$ cat config.mk
export PLATFORM = sky130hd
export DESIGN_NAME = uart_rx_byte
export DESIGN_NICKNAME = d
export VERILOG_FILES = /design/src/rtl/uart_rx_byte.sv
export SDC_FILE = /design/constraint.sdc
export NUM_CORES = 1
export LEC_CHECK = 0
export ABC_AREA = 1
export CAP_MARGIN = 20
export CORE_MARGIN = 4
export CORE_UTILIZATION = 50
export DETAILED_ROUTE_END_ITERATION = 10
export GPL_ROUTABILITY_DRIVEN = 0
export PLACE_DENSITY = 0.76
export SLEW_MARGIN = 20
export SYNTH_ARGS = -nofsm -noshare
export SYNTH_HDL_FRONTEND = slang
export SYNTH_SLANG_ARGS = --single-unit
$ cat constraint.sdc
create_clock -name clk -period 2.9 [get_ports clk]
set_clock_uncertainty 0.05 [all_clocks]
set_input_delay 0.58 -clock clk [delete_from_list [all_inputs] [get_ports clk]]
set_output_delay 0.58 -clock clk [all_outputs]
set_load 0.01 [all_outputs]
$ cat src/rtl/uart_rx_byte.sv
// uart_rx_byte: 8N1 UART receiver, mid-bit sampling, byte plus one-clock ready/error strobes
module uart_rx_byte #(
  parameter int CLK_HZ = 12000000,
  parameter int BAUD   = 115200
) (
  input  logic       clk,
  input  logic       rst,
  input  logic       rx_pin,
  output logic [7:0] rx_data,
  output logic       rx_data_rdy,
  output logic       rx_frm_err,
  output logic       rx_busy
);
  localparam int CLKS_PER_BIT = CLK_HZ / BAUD;
  localparam int HALF_BIT     = CLKS_PER_BIT / 2;
  localparam int CW           = $clog2(CLKS_PER_BIT);

  typedef enum logic [2:0] {IDLE, START, DATA, STOP, WAIT_IDLE} state_e;

  state_e          state_q, state_d;
  logic            s1_q, s2_q;
  logic [CW-1:0]   cnt_q, cnt_d;
  logic [2:0]      idx_q, idx_d;
  logic [7:0]      shift_q, shift_d, data_q, data_d;
  logic            rdy_q, rdy_d, err_q, err_d;
  logic            rx_s, half_done, bit_done, sample;

  assign rx_s      = s2_q;
  assign half_done = cnt_q == CW'(HALF_BIT - 1);
  assign bit_done  = cnt_q == CW'(CLKS_PER_BIT - 1);

  // sync flops reset high so a reset never looks like a start edge
  always_ff @(posedge clk or negedge rst) begin
    if (!rst) begin
      state_q <= IDLE;
      s1_q    <= 1'b1;
      s2_q    <= 1'b1;
      cnt_q   <= '0;
      idx_q   <= '0;
      shift_q <= '0;
      data_q  <= '0;
      rdy_q   <= 1'b0;
      err_q   <= 1'b0;
    end else begin
      state_q <= state_d;
      s1_q    <= rx_pin;
      s2_q    <= s1_q;
      cnt_q   <= cnt_d;
      idx_q   <= idx_d;
      shift_q <= shift_d;
      data_q  <= data_d;
      rdy_q   <= rdy_d;
      err_q   <= err_d;
    end
  end

  always_comb begin
    state_d = state_q;
    case (state_q)
      IDLE:      state_d = rx_s ? IDLE : START;
      START:     state_d = !half_done ? START : (rx_s ? IDLE : DATA);
      DATA:      state_d = (bit_done && idx_q == 3'd7) ? STOP : DATA;
      STOP:      state_d = !bit_done ? STOP : (rx_s ? IDLE : WAIT_IDLE);
      WAIT_IDLE: state_d = rx_s ? IDLE : WAIT_IDLE;
      default:   state_d = IDLE;
    endcase
  end

  // counter only runs while timing a bit and reloads on every sample
  always_comb begin
    sample  = (state_q == START && half_done) || ((state_q == DATA || state_q == STOP) && bit_done);
    cnt_d   = (state_q inside {START, DATA, STOP} && !sample) ? cnt_q + CW'(1) : '0;
    idx_d   = state_q == DATA ? idx_q + 3'(bit_done) : 3'd0;
    shift_d = shift_q;
    if (state_q == DATA && bit_done) shift_d[idx_q] = rx_s;
    rdy_d   = state_q == STOP && bit_done && rx_s;
    err_d   = state_q == STOP && bit_done && !rx_s;
    data_d  = rdy_d ? shift_q : data_q;
  end

  assign rx_data     = data_q;
  assign rx_data_rdy = rdy_q;
  assign rx_frm_err  = err_q;
  assign rx_busy     = state_q != IDLE;
endmodule

==> results by group <==
Place
  – IO Port Bufs: 13
  – Pre-CTS WS: 1.15 ns
  – HPWL Detailed: 1950 um
  – DP Cell Count: 226
  – Placed Area: 1700 um^2

Floorplanning
  – Num rows: 19
  – Die height: 63.7 um
  – Starting Density: 54.4%
  – Core Area: 2850 um^2
  – Chip Width: 63.7 um
  – IO Pins: 14
  – DIE AREA: 4060 um^2

STA
  – Fin crit share: 72.9%
  – RSZ-0062 raised after global routing: false
  – Min Tclk post-route: 2.11 ns
  – Relative slew slack: 72.9%
  – Max frequency: 473 MHz
  – Slew Limit Fails: 0
  – Worst Tran Pin Value: 0.407 ns
  – Final Hold Fails: 0
  – Total negative slack: 0 ns
  – Setup violations, final: 0
  – Final worst slack: 0.786 ns

CTS
  – Clock Sinks: 33
  – CTS Hold Buffers Added: 0
  – CTS tree: built
  – Clock Latency Late Sink: 0.33 ns
  – Postcts setup bufs: 0
  – Worst-path clk slew: 0.10 ns
  – Max H-tree Level: 2
  – CTS Buffer Depth: 2
  – CTS root buf: clkbuf_4
  – Post_cts resized: 0
  – Total CTS buffers: 5

GRT
  – Initial antenna violation count: 0
  – Global-route wire length before repair: 4830 um
  – Vias in the first global route: 1,113
  – Pin count of the biggest net entering global routing: 34
  – GRT Total Usage: 15.3%
  – GRT overflow: 0

Worst setup path
  – Reg2reg end: idx_q[2]
  – Critical Path AT: 1.48 ns
  – Worst path slowest cell: clkdlybuf4s50_1
  – Worst path bufs/invs: 1
  – Max stage delay on crit path: 0.48 ns
  – Setup slack, reg-to-reg: 1.20 ns
  – Worst Setup Start Kind: register
  – Worst Path Max Fanout: 4
  – CP Data Required Time: 2.27 ns
  – CP Capture Type: primary output
  – R2R cell count: 9
  – Largest delay share family, worst path: buffers and inverters
  – CP Class: reg -> out
  – Reg-to-Reg Start: cnt_q[0]
  – Worst path cell trace: nor2_1 > nand2_1 > clkdlybuf4s50_1
  – Crit path from: state_q[0]

Routing
  – Via count: 1,184
  – Initial DRC Count: 62
  – Routed Antenna Nets: 0
  – Post-Route WL: 2690 um
  – DRT Pass-1 Iters: 4
  – DR vias/cell: 5.06
  – Wirelength per Cell: 11.5 um
  – DRC errors left: 0

Synth
  – Post-synthesis cell type count: 20
  – Top cells by area, synth: dfrtp_1, nand2_1, nand3_1
  – Syn nets: 190
  – Synth Area per Inst: 8.43 um^2
  – Yosys reg bits: 33
  – Sequential area share after synthesis: 53.4%
  – Synth area leader: dfrtp_1
  – Synth warn: 0
  – Cells after Synth: 184
  – Synth top area share: 50.0%
  – Synth Cell Area: 1550 um^2

Finish
  – Commonest non-fill, non-tap cells in the layout: nand2_1, dfrtp_1, nor2_1
  – Antenna Cells: 0
  – Fillers: 254
  – Layout area overhead: 13.3%
  – Post-route insts no fill: 234
  – Final instance area: 1760 um^2
  – Commonest non-fill, non-tap cell in the layout: nand2_1
  – Final #Nets: 208
  – Fraction of layout cells with a size suffix above 1: 9.36%

Power and ir drop
  – Worst VDD drop: 234 uV
  – Leakage: 0.957 nW
  – Pwr/cell area: 411 nW/um^2

Status
  – Outcome: finished, final reports clean

Worst hold path
  – Hold Startpoint: s1_q
  – Hold EP: rx_s
  – Hold Crit Depth: 0
  – Hold/Removal Path Class: reg -> reg

Job
  – Max_cap viols: 0
==> layout make-up <==
cell class                      count  area, um^2  area share, %
Sequential cell                    33         828           47.1
Clock buffer                        5        37.5           2.14
Tap cell                           31        38.8           2.21
Clock inverter                      3        17.5          0.996
Multi-Input combinational cell    131         634           36.1
Timing Repair Buffer               14         138           7.83
Inverter                           17        63.8           3.63
==> state kept, by name, indices dropped and copies added (netlist names) <==
| register | flops |
|---|---|
| rx_data | 8 |
| cnt_q | 7 |
| rx_frm_err | 1 |
| state_q | 3 |
| idx_q | 3 |
| shift_q | 8 |
| rx_s | 1 |
| rx_data_rdy | 1 |
| s1_q | 1 |
==> cell families after synthesis <==
family,count (synthesis),synth area share (%)
flip-flops,33,53.4
AND/OR/NAND/NOR,120,34.5
buffers and inverters,20,5.73
adder cells (fa/ha/maj),3,2.42
XOR/XNOR,5,2.82
AO/OA/AOI/OAI,3,1.13
==> layer usage <==
layer  vias to the layer above  global-route usage [%]  wire (um)
met5                         -                       0          0
met4                         0                    7.82         52
met3                         6                    4.62        136
met2                        27                    24.4       1270
met1                       549                    18.9       1230
li1                        602                       -          -
==> report_power, final <==
group / internal (W) / switching, W
sequential: 0.000462 / 0.00000422
clock: 0.0000913 / 0.000152
combinational: 0.00000356 / 0.00000945
total: 0.000557 / 0.000166
==> cell usage after synthesis <==
master and count:
xor2_1 3, buf_2 2, ha_1 3, inv_2 1, inv_1 16, nor2_1 28
nor3_1 1, o21a_1 1, nand2_4 2, nand3_1 26, nor2_4 2, nor2_8 1
xnor2_1 2, o21ai_0 1, nand2_2 2, buf_8 1, nand2_1 58, a21oi_1 1
dfstp_2 2, dfrtp_1 31
==> worst max-delay path by stage <==
stage | endpoint | slack [ns] | cells after the start
after global routing | rx_busy | 0.72 | 3
after CTS | rx_busy | 0.78 | 3
after floorplan | idx_q[2] | 1.29 | 9
final | rx_busy | 0.79 | 3
after detailed placement | rx_busy | 1.15 | 3
after global placement | rx_busy | 1.18 | 3
==> per-stage QoR <==
stage / hold WS (ns) / util, % / power [W]
floorplan: 0.234 / - / 0.000477
finish: 0.311 / 61.6 / 0.000723
global placement: 0.296 / 59.7 / 0.000489
global route: 0.323 / 61.6 / 0.000770
CTS: 0.313 / 61.6 / 0.000735
detailed placement: 0.297 / 59.7 / 0.000490
(Power assumes the default switching activity.)
